--- src/rtl/hazard_controller_if.sv ---
// Datapath <-> hazard controller bundle: ID/EX/MEM/WB register-use info in,
// stall/flush/forward controls and performance counters out.
interface hazard_controller_if #(
  parameter int CNT_W = 16
);
  logic [4:0]       IDRs;
  logic [4:0]       IDRt;
  logic             IDUsesRt;
  logic [4:0]       EXRs;
  logic [4:0]       EXRt;
  logic             EXRegWrite;
  logic             EXMemRead;
  logic [4:0]       EXDest;
  logic             MEMRegWrite;
  logic [4:0]       MEMDest;
  logic             WBRegWrite;
  logic [4:0]       WBDest;
  logic             BranchTaken;
  logic             JumpTaken;
  logic             PCStall;
  logic             IFIDStall;
  logic             IDEXBubble;
  logic             Flush;
  logic [1:0]       ForwardA;
  logic [1:0]       ForwardB;
  logic [1:0]       StallCount;
  logic [1:0]       HazardState;
  logic [CNT_W-1:0] StallCycles;
  logic [CNT_W-1:0] FlushCount;

  modport master (
    output IDRs, IDRt, IDUsesRt, EXRs, EXRt, EXRegWrite, EXMemRead, EXDest,
           MEMRegWrite, MEMDest, WBRegWrite, WBDest, BranchTaken, JumpTaken,
    input  PCStall, IFIDStall, IDEXBubble, Flush, ForwardA, ForwardB,
           StallCount, HazardState, StallCycles, FlushCount
  );

  modport slave (
    input  IDRs, IDRt, IDUsesRt, EXRs, EXRt, EXRegWrite, EXMemRead, EXDest,
           MEMRegWrite, MEMDest, WBRegWrite, WBDest, BranchTaken, JumpTaken,
    output PCStall, IFIDStall, IDEXBubble, Flush, ForwardA, ForwardB,
           StallCount, HazardState, StallCycles, FlushCount
  );
endinterface

--- src/rtl/hazard_controller.sv ---
// Five-stage MIPS hazard controller: RAW stall, MEM-stage redirect flush, perf counters.
// Define FORWARDING_EN to enable EX operand forwarding with load-use-only stalls.
module hazard_controller #(
  parameter int CNT_W = 16
) (
  input logic            Clk,
  input logic            Reset,
  hazard_controller_if.slave hc
);
  typedef enum logic [1:0] {RUN = 2'b00, STALL = 2'b01, FLUSH = 2'b10} hstate_e;

  hstate_e          state;
  logic [1:0]       stallCnt;
  logic [CNT_W-1:0] stallCycles;
  logic [CNT_W-1:0] flushCount;
  logic             matchEx;
  logic             redirect;
  logic [1:0]       needStall;
  logic [1:0]       fwdA;
  logic [1:0]       fwdB;
  logic             stallNow;
  logic             flushNow;

  function automatic logic hit(input logic we, input logic [4:0] dest,
                               input logic [4:0] rs, input logic [4:0] rt,
                               input logic usesRt);
    return we && (dest != 5'd0) && ((dest == rs) || (usesRt && (dest == rt)));
  endfunction

  function automatic logic [CNT_W-1:0] satInc(input logic [CNT_W-1:0] v, input logic en);
    return (en && !(&v)) ? v + {{(CNT_W-1){1'b0}}, 1'b1} : v;
  endfunction

  assign matchEx  = hit(hc.EXRegWrite, hc.EXDest, hc.IDRs, hc.IDRt, hc.IDUsesRt);
  assign redirect = hc.BranchTaken || hc.JumpTaken;

`ifdef FORWARDING_EN
  function automatic logic [1:0] fwdSel(input logic [4:0] src,
                                        input logic memWe, input logic [4:0] memDest,
                                        input logic wbWe, input logic [4:0] wbDest);
    if (memWe && (memDest != 5'd0) && (memDest == src)) return 2'b01;
    if (wbWe && (wbDest != 5'd0) && (wbDest == src))    return 2'b10;
    return 2'b00;
  endfunction

  // Only a load in EX cannot be forwarded in time
  always_comb begin
    needStall = (matchEx && hc.EXMemRead) ? 2'd1 : 2'd0;
    fwdA = fwdSel(hc.EXRs, hc.MEMRegWrite, hc.MEMDest, hc.WBRegWrite, hc.WBDest);
    fwdB = fwdSel(hc.EXRt, hc.MEMRegWrite, hc.MEMDest, hc.WBRegWrite, hc.WBDest);
  end
`else
  logic matchMem;
  logic matchWb;
  logic unusedFwdSrc;

  assign matchMem     = hit(hc.MEMRegWrite, hc.MEMDest, hc.IDRs, hc.IDRt, hc.IDUsesRt);
  assign matchWb      = hit(hc.WBRegWrite, hc.WBDest, hc.IDRs, hc.IDRt, hc.IDUsesRt);
  assign unusedFwdSrc = ^{hc.EXRs, hc.EXRt, hc.EXMemRead};

  // Wait until the producer has written the register file
  always_comb begin
    needStall = 2'd0;
    if (matchEx)       needStall = 2'd3;
    else if (matchMem) needStall = 2'd2;
    else if (matchWb)  needStall = 2'd1;
    fwdA = 2'b00;
    fwdB = 2'b00;
  end
`endif

  always_comb begin
    stallNow = 1'b0;
    flushNow = 1'b0;
    if (redirect) flushNow = 1'b1;
    else begin
      case (state)
        RUN:     stallNow = (needStall != 2'd0);
        STALL:   stallNow = 1'b1;
        default: stallNow = 1'b0;
      endcase
    end
  end

  always_ff @(posedge Clk or negedge Reset) begin
    if (!Reset) begin
      state       <= RUN;
      stallCnt    <= 2'd0;
      stallCycles <= '0;
      flushCount  <= '0;
    end else begin
      stallCycles <= satInc(stallCycles, stallNow);
      flushCount  <= satInc(flushCount, flushNow);
      if (redirect) begin
        state    <= FLUSH;
        stallCnt <= 2'd0;
      end else begin
        case (state)
          RUN: begin
            if (needStall != 2'd0) begin
              stallCnt <= needStall - 2'd1;
              state    <= (needStall > 2'd1) ? STALL : RUN;
            end
          end
          STALL: begin
            stallCnt <= stallCnt - 2'd1;
            if (stallCnt == 2'd1) state <= RUN;
          end
          default: begin
            state    <= RUN;
            stallCnt <= 2'd0;
          end
        endcase
      end
    end
  end

  // Combinational outputs are forced low while reset is held
  assign hc.PCStall     = Reset && stallNow;
  assign hc.IFIDStall   = Reset && stallNow;
  assign hc.IDEXBubble  = Reset && stallNow;
  assign hc.Flush       = Reset && flushNow;
  assign hc.ForwardA    = Reset ? fwdA : 2'b00;
  assign hc.ForwardB    = Reset ? fwdB : 2'b00;
  assign hc.StallCount  = stallCnt;
  assign hc.HazardState = state;
  assign hc.StallCycles = stallCycles;
  assign hc.FlushCount  = flushCount;
endmodule

--- src/flat_wrapper.sv ---
// flat-port wrapper written by rule: the top's interface ports become plain ports
module hazard_controller_flat 
#(
  parameter int CNT_W = 16
)
  (Clk, Reset, hc_IDRs, hc_IDRt, hc_IDUsesRt, hc_EXRs, hc_EXRt, hc_EXRegWrite, hc_EXMemRead, hc_EXDest, hc_MEMRegWrite, hc_MEMDest, hc_WBRegWrite, hc_WBDest, hc_BranchTaken, hc_JumpTaken, hc_PCStall, hc_IFIDStall, hc_IDEXBubble, hc_Flush, hc_ForwardA, hc_ForwardB, hc_StallCount, hc_HazardState, hc_StallCycles, hc_FlushCount);
  hazard_controller_if #(.CNT_W(CNT_W)) hc_i ();
  input logic Clk;
  input logic Reset;
  input wire logic [$bits(hc_i.IDRs)-1:0] hc_IDRs;
  input wire logic [$bits(hc_i.IDRt)-1:0] hc_IDRt;
  input wire logic [$bits(hc_i.IDUsesRt)-1:0] hc_IDUsesRt;
  input wire logic [$bits(hc_i.EXRs)-1:0] hc_EXRs;
  input wire logic [$bits(hc_i.EXRt)-1:0] hc_EXRt;
  input wire logic [$bits(hc_i.EXRegWrite)-1:0] hc_EXRegWrite;
  input wire logic [$bits(hc_i.EXMemRead)-1:0] hc_EXMemRead;
  input wire logic [$bits(hc_i.EXDest)-1:0] hc_EXDest;
  input wire logic [$bits(hc_i.MEMRegWrite)-1:0] hc_MEMRegWrite;
  input wire logic [$bits(hc_i.MEMDest)-1:0] hc_MEMDest;
  input wire logic [$bits(hc_i.WBRegWrite)-1:0] hc_WBRegWrite;
  input wire logic [$bits(hc_i.WBDest)-1:0] hc_WBDest;
  input wire logic [$bits(hc_i.BranchTaken)-1:0] hc_BranchTaken;
  input wire logic [$bits(hc_i.JumpTaken)-1:0] hc_JumpTaken;
  output wire logic [$bits(hc_i.PCStall)-1:0] hc_PCStall;
  output wire logic [$bits(hc_i.IFIDStall)-1:0] hc_IFIDStall;
  output wire logic [$bits(hc_i.IDEXBubble)-1:0] hc_IDEXBubble;
  output wire logic [$bits(hc_i.Flush)-1:0] hc_Flush;
  output wire logic [$bits(hc_i.ForwardA)-1:0] hc_ForwardA;
  output wire logic [$bits(hc_i.ForwardB)-1:0] hc_ForwardB;
  output wire logic [$bits(hc_i.StallCount)-1:0] hc_StallCount;
  output wire logic [$bits(hc_i.HazardState)-1:0] hc_HazardState;
  output wire logic [$bits(hc_i.StallCycles)-1:0] hc_StallCycles;
  output wire logic [$bits(hc_i.FlushCount)-1:0] hc_FlushCount;
  assign hc_i.IDRs = hc_IDRs;
  assign hc_i.IDRt = hc_IDRt;
  assign hc_i.IDUsesRt = hc_IDUsesRt;
  assign hc_i.EXRs = hc_EXRs;
  assign hc_i.EXRt = hc_EXRt;
  assign hc_i.EXRegWrite = hc_EXRegWrite;
  assign hc_i.EXMemRead = hc_EXMemRead;
  assign hc_i.EXDest = hc_EXDest;
  assign hc_i.MEMRegWrite = hc_MEMRegWrite;
  assign hc_i.MEMDest = hc_MEMDest;
  assign hc_i.WBRegWrite = hc_WBRegWrite;
  assign hc_i.WBDest = hc_WBDest;
  assign hc_i.BranchTaken = hc_BranchTaken;
  assign hc_i.JumpTaken = hc_JumpTaken;
  assign hc_PCStall = hc_i.PCStall;
  assign hc_IFIDStall = hc_i.IFIDStall;
  assign hc_IDEXBubble = hc_i.IDEXBubble;
  assign hc_Flush = hc_i.Flush;
  assign hc_ForwardA = hc_i.ForwardA;
  assign hc_ForwardB = hc_i.ForwardB;
  assign hc_StallCount = hc_i.StallCount;
  assign hc_HazardState = hc_i.HazardState;
  assign hc_StallCycles = hc_i.StallCycles;
  assign hc_FlushCount = hc_i.FlushCount;
  hazard_controller #(.CNT_W(CNT_W)) u_core (.Clk(Clk), .Reset(Reset), .hc(hc_i));
endmodule
--- config.mk ---
export PLATFORM = sky130hd
export DESIGN_NAME = hazard_controller_flat
export DESIGN_NICKNAME = d
export VERILOG_FILES = /design/src/rtl/hazard_controller_if.sv /design/src/rtl/hazard_controller.sv /design/src/flat_wrapper.sv
export SDC_FILE = /design/constraint.sdc
export NUM_CORES = 1
export LEC_CHECK = 0
export ABC_AREA = 1
export CAP_MARGIN = 0
export CORE_MARGIN = 4
export CORE_UTILIZATION = 45
export DETAILED_ROUTE_END_ITERATION = 7
export GPL_TIMING_DRIVEN = 0
export PLACE_DENSITY = 0.81
export SLEW_MARGIN = 20
export SYNTH_ARGS = -nofsm -noshare
export SYNTH_HDL_FRONTEND = slang
export SYNTH_SLANG_ARGS = --single-unit
--- constraint.sdc ---
create_clock -name Clk -period 2 [get_ports Clk]
set_input_delay 0.2 -clock Clk [delete_from_list [all_inputs] [get_ports Clk]]
set_output_delay 0.2 -clock Clk [all_outputs]
set_load 0.02 [all_outputs]
==> run_results.csv, run 1 <==
group,metric,value,unit
synthesis,netlist.area_leader.share,37.5,%
layout,nNetsFinal,475,
layout,antennaDiodeCount,0,
critical_path,cp.required,1.80,ns
global_routing,grt_max_degree,27,
timing,tns,-0.301,ns
synthesis,synth_area_leader_cell,"dfrtp_1",
global_routing,use_met3,4.77,%
die,die_area,6570,um2
critical_path,reg2regPathDepth,9,
outcome,status,"complete, but fails checks",
placed_design,port_buffers,72,
timing,slew_violations,0,
run,drv_cap,0,
clocking,cts_max_level,2,
critical_path,crit_path_end_kind,"output port",
timing,timing.final.hold_violations,0,
critical_path,crit_start,"hc_MEMDest[1]",
route,postRouteAntennaNets,0,
critical_path,worstSetupEndpoint,"hc_PCStall",
placed_design,dp_hpwl,4630,um
critical_path,reg2reg_to,"u_core.hc.StallCycles[15]",
layout,num-fill-cells,390,
synthesis,synthTopCellsByArea,"dfrtp_1, nand2_1, xor2_1",
critical_path,critPathArrivalTime,1.90,ns
power_and_ir_drop,vdd_drop_max,0.692,mV
die,rows,26,
timing,post-route-min-period,2.10,ns
global_routing,use_met2,35.6,%
synthesis,ys_seq_area_share,37.5,%
clocking,clock-sinks,36,
route,drt_first_pass_iters,4,
synthesis,syn_inst,322,
clocking,cts_buffer_depth,2,
die,die_x,81.1,um
global_routing,gr-usage-met1,24.7,%
global_routing,grt-busiest-layer,"met2",
global_routing,grt_usage,20.6,%
power_and_ir_drop,p_leak,1.76,nW
clocking,clk_pin_slew,0.07,ns
route,avgRoutedWirePerCell,14.0,um
route,drc_errors,0,
critical_path,path_max_fanout,4,
critical_path,crit_type,"primary input to output port",
die,core,5140,um2
route,dr.first_iter.drc_count,122,
timing,period_share,105,%
route,avgViaCountPerCell,4.98,
clocking,clock_latency,0.30,ns
synthesis,synth-seq-cells,36,
layout,final_util,71.2,%
timing,setup_ws,-0.0962,ns
timing,clock_skew,0.0126,ns
clocking,cts_tree,"done",
clocking,numCtsBuffers,5,
synthesis,ys_warn_count,0,
die,die_y,81.1,um
synthesis,syn_area_per_cell,7.46,um2
layout,multi_input_area,1440,um2
global_routing,grt_antenna_before_repair,0,
layout,drive_gt1_share,32.7,%
critical_path,timing.rr.start,"u_core.hc.StallCycles[1]",
global_routing,grt_pass1_vias,2320,
power_and_ir_drop,p_per_area,632,nW/um2
layout,area_growth,52.4,%
route,vias,2481,
die,ios,88,
critical_path,rrSetupSlack,0.27,ns
outcome,violations,"negative setup slack",
clocking,cts-root-buf,"clkbuf_8",
timing,setup_viol,4,
critical_path,start_kind,"primary input",
placed_design,gp_congestion,0.906,
global_routing,grt_pass1_wl,10500,um
synthesis,syn_area,2400,um2
layout,seq_area,901,um2
die,start_util,46.7,%
synthesis,ys_types,32,
timing,max_freq,477,MHz
global_routing,grt-ovfl-total,0,
route,wl,6970,um
min_path,hp-class,"primary input to async pin",
timing,grt_setup_unrepaired,"true",
## layout by cell type, fill, tap and decap left out, types with 3 or more instances in the layout
| master | count |
|---|---|
| ha_1 | 3 |
| nor2_1 | 30 |
| xor2_1 | 23 |
| nor3_1 | 5 |
| clkdlybuf4s50_1 | 40 |
| o21ai_0 | 3 |
| nand3_1 | 18 |
| buf_8 | 3 |
| buf_4 | 28 |
| nand2_1 | 69 |
| clkbuf_8 | 6 |
| buf_6 | 14 |
| xnor2_1 | 14 |
| nand2_2 | 14 |
| nor2_4 | 4 |
| nand3_2 | 6 |
| nand4_1 | 6 |
| inv_1 | 20 |
| nor2_2 | 14 |
| conb_1 | 4 |
| inv_4 | 6 |
| o21ai_1 | 5 |
| buf_2 | 10 |
| inv_2 | 19 |
| a21oi_2 | 3 |
| dfrtp_1 | 36 |
## power by group
part	internal (mW)	switching (mW)
clock network	0.280	0.267
registers	0.825	0.130
logic	0.401	0.410
## metal layers
| layer | share of wire, % | up-vias |
|---|---|---|
| li1 | - | 1210 |
| met1 | 39 | 1176 |
| met2 | 53 | 79 |
| met3 | 5.9 | 16 |
| met4 | 1.8 | 0 |
| met5 | 0 | - |
## cells by family (layout without fill, tap and decap cells)
logic type      count (synthesis)  count (layout)  synth area share [%]
compound gates                 15              15                  3.44
xor+xnor                       38              38                  13.9
fa+ha+maj                       4               4                  2.08
buf+inv                        52             155                  9.17
flops                          36              36                  37.5
mux                             1               1                 0.469
other cells                     1               4                 0.156
simple gates                  175             175                  33.3
## worst max-delay path: stages
cell	delay [ns]
buf_8	0.10
xor2_1	0.16
nor2_1	0.14
nand3_1	0.13
nand2_2	0.09
nand2_2	0.06
nand2_2	0.08
and2_4	0.15
ha_4	0.13
inv_2	0.04
o211ai_1	0.24
nor2_1	0.11
buf_4	0.15
buf_6	0.12
## per-stage QoR
stage	cells	setup WS, ns	hold slack [ns]	cell area [um2]	power, mW
2_1_floorplan	325	0.0461	-0.0956	2410	1.34
3_3_place_gp	467	-1.16	0.487	3220	1.68
3_5_place_dp	468	-1.03	0.0913	3240	1.70
4_1_cts	493	-0.0110	0.476	3450	2.28
5_1_grt	498	-0.185	0.512	3660	2.45
6_report	498	-0.0962	0.488	3660	2.31
## state kept, by name (all words and copies together) (netlist names)
register and flops:
u_core.hc.FlushCount 16, u_core.hc.StallCycles 16, u_core.hc.HazardState 2, u_core.hc.StallCount 2
## worst min path at each step
| stage | slack, ns | endpoint | cells after the start | from |
|---|---|---|---|---|
| after global routing | 0.51 | u_core.hc.StallCycles[15] | 4 | Reset |
| after floorplan | -0.1 | u_core.hc.FlushCount[0] | 0 | Reset |
| after CTS | 0.48 | u_core.hc.HazardState[0] | 8 | hc_MEMDest[3] |
| after global placement | 0.49 | u_core.hc.FlushCount[15] | 1 | u_core.hc.FlushCount[15] |
| final | 0.49 | u_core.hc.StallCycles[11] | 4 | Reset |
| after detailed placement | 0.09 | u_core.hc.StallCycles[10] | 1 | Reset |
## timing repair
action | in CTS | in global routing
resized for setup | 172 | 53
endpoints found under the setup margin | 21 | 18
pin swaps | 33 | 28
endpoints found under the hold margin | 10 | 0
hold buffers | 3 | 0
buffers inserted | 14 | 5
## area by class of cell
| type | instances | share of cell area (%) |
|---|---|---|
| Multi-Input combinational cell | 237 | 39.4 |
| Tap cell | 70 | 2.39 |
| Clock inverter | 1 | 0.205 |
| Buffer | 6 | 1.23 |
| Inverter | 46 | 5.33 |
| Timing Repair Buffer | 95 | 24.5 |
| Clock buffer | 7 | 2.36 |
| Sequential cell | 36 | 24.6 |
## synth_stat cells, drive strengths merged
| master | number |
|---|---|
| nand3b | 1 |
| o21ai | 8 |
| o211ai | 1 |
| nand3 | 26 |
| nand4 | 6 |
| inv | 45 |
| o22ai | 2 |
| a21oi | 3 |
| nor3b | 3 |
| xnor2 | 15 |
| nor2 | 48 |
| conb | 1 |
| buf | 6 |
| xor2 | 23 |
| ha | 4 |
| nor3 | 5 |
| clkinv | 1 |
| and2 | 1 |
| mux2 | 1 |
| o31ai | 1 |
| dfrtp | 36 |
| nand2 | 85 |
Power figures use the tool's default switching activity.
==> run 2, diff against run 1 <==
CORE_UTILIZATION = 41   (was 45)
PLACE_DENSITY = 0.78   (was 0.81)
clock period = 1.8 ns   (was 2 ns; I/O delays follow)
==> run 2 against run 1 <==
Effect of this change: total power is 14% higher; the run still ends with negative setup slack left; clock power is 27% higher; first-iteration DRC count is 21% lower.
==> run_results.csv, run 2 (synthesis gave the netlist of run 1 again) <==
group,metric,value,unit
critical_path,timing.rr.start,"u_core.hc.StallCycles[1]",
die,ios,88,
global_routing,grt_max_degree,32,
clocking,clock-sinks,36,
power_and_ir_drop,p_leak,1.82,nW
critical_path,reg2reg_to,"u_core.hc.StallCycles[15]",
placed_design,port_buffers,72,
layout,final_cell_mix,"nand2_1, clkdlybuf4s50_1, dfrtp_1",
power_and_ir_drop,vdd_drop_max,0.865,mV
die,rows,27,
global_routing,grt_usage,18.4,%
global_routing,grt-ovfl-total,0,
layout,layout_commonest_cell,"nand2_1",
die,core,5610,um2
timing,setup_ws,-0.279,ns
die,start_util,42.8,%
critical_path,cp.required,1.98,ns
clocking,cts-root-buf,"clkbuf_8",
route,postRouteAntennaNets,0,
route,avgViaCountPerCell,4.76,
critical_path,crit_type,"primary input to register",
placed_design,dp_hpwl,4640,um
global_routing,grt_pass1_vias,2306,
layout,antennaDiodeCount,0,
timing,max_freq,481,MHz
critical_path,rrSetupSlack,-0.15,ns
timing,setup_viol,19,
critical_path,critPathArrivalTime,2.26,ns
placed_design,gp_congestion,0.848,
route,vias,2366,
clocking,cts_buffer_depth,2,
critical_path,reg2regPathDepth,9,
clocking,clk_pin_slew,0.07,ns
timing,tns,-3.70,ns
outcome,violations,"negative setup slack",
timing,grt_setup_unrepaired,"true",
timing,timing.final.hold_violations,0,
critical_path,path_max_fanout,4,
layout,drive_gt1_share,32.5,%
power_and_ir_drop,p_per_area,703,nW/um2
placed_design,dpl.cell_count,470,
placed_design,dp_slack,-1.19,ns
die,die_area,7150,um2
min_path,hp-class,"primary input to async pin",
clocking,numCtsBuffers,5,
route,drt_first_pass_iters,4,
clocking,cts_tree,"done",
global_routing,grt_antenna_before_repair,0,
timing,slew_violations,0,
critical_path,crit_path_end_kind,"register",
global_routing,grt_pass1_wl,10700,um
route,drc_errors,0,
critical_path,start_kind,"primary input",
timing,clock_skew,0.00612,ns
route,dr.first_iter.drc_count,96,
timing,post-route-min-period,2.08,ns
layout,stdcell_count,497,
clocking,cts_max_level,2,
clocking,clock_latency,0.29,ns
route,avgRoutedWirePerCell,13.3,um
route,wl,6600,um
run,drv_cap,0,
outcome,status,"complete, but fails checks",
layout,area_growth,56.1,%
layout,nNetsFinal,472,
timing,period_share,115,%
die,die_y,84.5,um
die,die_x,84.5,um
==> run 2: cell count changes in the layout (fill, tap and decap cells not counted), moves of 2 or more <==
cell     previous run  this run
buf_2              10        12
buf_4              28        19
buf_6              14        18
inv_1              20        23
inv_4               6         3
nand2_1            69        71
nand2_2            14         9
nand2_8             1         3
nor2_2             14        12
nor2_4              4         6
xnor2_1            14        11
xnor2_2             1         4
==> run 2: critical path, cell delays in order <==
cell and delay (ns):
buf_8 0.09, inv_4 0.03, buf_6 0.11, nand2_2 0.06
nand2_1 0.06, nor2_1 0.10, nand3_1 0.10, a21oi_2 0.17
nand2_2 0.07, and2_4 0.15, ha_4 0.15, inv_2 0.04
o211ai_1 0.15, buf_4 0.19, clkinv_4 0.06, nand2_8 0.07
buf_12 0.14, nor2_4 0.11, nand3_2 0.09, xnor2_2 0.13
==> run 2: layer usage <==
layer	vias up	share of wire (%)	global-route usage (%)
met5	-	0	0
met4	0	2.5	6.62
met3	14	3.3	3.34
met2	48	54	32.2
met1	1110	40	22.5
li1	1194	-	-
==> run 2: where the power goes <==
group	switching (mW)	internal, mW	total, mW
logic	0.446	0.429	0.875
registers	0.145	0.919	1.06
clock network	0.285	0.411	0.696
total	0.877	1.76	2.64
==> run 2: layout make-up <==
cell class | count | area, um2
Tap cell | 72 | 90.1
Fill cell | 447 | 1860
Timing Repair Buffer | 93 | 900
Inverter | 46 | 198
Multi-Input combinational cell | 237 | 1520
Sequential cell | 36 | 902
Clock buffer | 6 | 72.6
Clock inverter | 2 | 35.0
Buffer | 5 | 37.5
==> run 2: timing repair <==
item | in CTS | in global routing
setup endpoints to repair | 21 | 26
gates resized for setup | 178 | 47
setup buffers | 12 | 5
hold endpoints to repair | 36 | 0
pin swaps | 35 | 31
hold buffers | 3 | 0
==> run 2: worst max path at each step <==
stage,from,end,slack (ns),cells past startpoint
after floorplan,hc_WBDest[0],hc_IFIDStall,-0.1,13
after global placement,Reset,hc_PCStall,-1.32,5
after detailed placement,hc_IDRs[1],hc_PCStall,-1.19,15
after CTS,hc_MEMDest[1],hc_IFIDStall,-0.22,14
after global routing,hc_IDRt[4],u_core.hc.StallCycles[4],-0.38,20
final,hc_IDRt[4],u_core.hc.StallCycles[4],-0.28,20
==> run 2: through the flow <==
| stage | utilization (%) | power, mW | hold slack (ns) | area (um2) |
|---|---|---|---|---|
| floorplan | - | 1.49 | -0.116 | 2430 |
| finish | 66.9 | 2.64 | 0.319 | 3750 |
| global placement | 57.8 | 1.87 | 0.487 | 3240 |
| CTS | 63.6 | 2.63 | 0.319 | 3570 |
| detailed placement | 58.0 | 1.89 | 0.0234 | 3250 |
| global route | 66.9 | 2.79 | 0.335 | 3750 |
==> patch (config.mk and constraints of run 1) <==
The option `FORWARDING_EN` is turned on by a define.
--- a/src/rtl/hazard_controller.sv
+++ b/src/rtl/hazard_controller.sv
@@ -1,4 +1,6 @@
 // Five-stage MIPS hazard controller: RAW stall, MEM-stage redirect flush, perf counters.
 // Define FORWARDING_EN to enable EX operand forwarding with load-use-only stalls.
+`define FORWARDING_EN
+
 module hazard_controller #(
   parameter int CNT_W = 16
Function: changed (a bounded check fails within 4 cycles, from zero or initial values and one cycle with Reset low).
==> patch against run 1 <==
  * Critical endpoint is now hc_IFIDStall
  * Area after synthesis is 14% higher
  * Largest power group unchanged
  * Worst hold slack worse by 0.074 ns
  * Setup slack better by 0.20 ns
  * Sequential share of layout area is 3.0 points lower
  * Cell area is 7.7% higher
  * Power is 9.0% higher
  * Core utilization is 4.6 points lower
  * First-iteration DRC count is 31% lower
  * Sequential cell count is 2 lower
  * Largest cell class unchanged
  * Wire length is 4.2% higher
  * Clock power is 40% higher
  * Global-route usage is 0.43 points higher
==> patch: results (changes against run 1) <==
* Status: completed
* Critical-path top delay cell: clkdlybuf4s50_1
* Post-synthesis mux area share at 0 (-0.00469)
* Vias per cell at 5.09 (+2.1%)
* Adder-Cell Fraction of Synth Area at 0.00911 (-0.0117)
* TritonRoute pass-1 iters at 5 (+1)
* Met2 WL at 3.72 mm (+0.43%)
* XOR/XNOR Fraction of Synth Area at 0.0988 (-0.0397)
* Nets at 541 (+14%)
* HPWL Detailed at 5.68 mm (+23%)
* Met1 wire length at 2.91 mm (+6.8%)
* Leak pwr at 1.83 nW (+4.3%)
* GR Util All Layers at 0.210 (+0.00429)
* Clk pwr at 0.000764 W (+40%)
* Final Skew at 0.00657 ns (-0.00604 ns)
* Met3 Usage GRT at 0.0490 (+0.00132)
* Fillers at 526 (+35%)
* Internal power at 0.00167 W (+11%)
* Vias in the first global route at 2874 (+24%)
* First-pass GRT wire length at 12.7 mm (+21%)
* Number of library cell types mapped by synthesis at 35 (+9.4%)
* 1st-iter DRT viols at 84 (-31%)
* IO buf count at 86 (+19%)
* M1 GR Usage at 0.252 (+0.00512)
* Peak VDD IR at 0.000797 V (+15%)
==> patch: final timing paths <==
| kind | end | from | slack [ns] |
|---|---|---|---|
| worst max-delay path | hc_IFIDStall | hc_IDRt[4] | 0.10 |
| worst min-delay path | u_core.hc.StallCount[0] | Reset | 0.41 |
| worst max register to register | u_core.hc.FlushCount[4] | u_core.hc.FlushCount[0] | 0.28 |
| worst min register to register | u_core.hc.FlushCount[6] | u_core.hc.FlushCount[6] | 0.53 |
| max in group asynchronous | u_core.hc.FlushCount[11] | Reset | 1.29 |
| min in group Clk | u_core.hc.StallCycles[6] | hc_EXDest[2] | 0.52 |
==> patch: area by class of cell <==
class,instances,share of cell area
plain buffers,11,0.0247
well taps,75,0.0238
clock buffers,5,0.0174
inverters,62,0.0596
clock inverters,3,0.0174
multi-input cells,287,0.404
flip-flops and latches,34,0.216
repair buffers,94,0.238
==> patch: through the flow <==
| step | utilization | total power [W] | cells | cell area, um2 | setup slack (ns) |
|---|---|---|---|---|---|
| floorplan | - | 0.00136 | 394 | 2750 | 0.339 |
| global placement | 0.625 | 0.00171 | 555 | 3700 | -1.42 |
| detailed placement | 0.628 | 0.00175 | 556 | 3720 | -0.654 |
| CTS | 0.662 | 0.00254 | 569 | 3920 | 0.00875 |
| global route | 0.666 | 0.00268 | 571 | 3940 | 0.00835 |
| finish | 0.666 | 0.00252 | 571 | 3940 | 0.103 |
==> patch: repair_timing <==
| item | in CTS | in global routing |
|---|---|---|
| pin swaps | 4 | 4 |
| endpoints found under the setup margin | 7 | 4 |
| hold buffers | 3 | 0 |
| resized for setup | 23 | 8 |
| setup buffers | 2 | 2 |
| hold endpoints to repair | 10 | 0 |
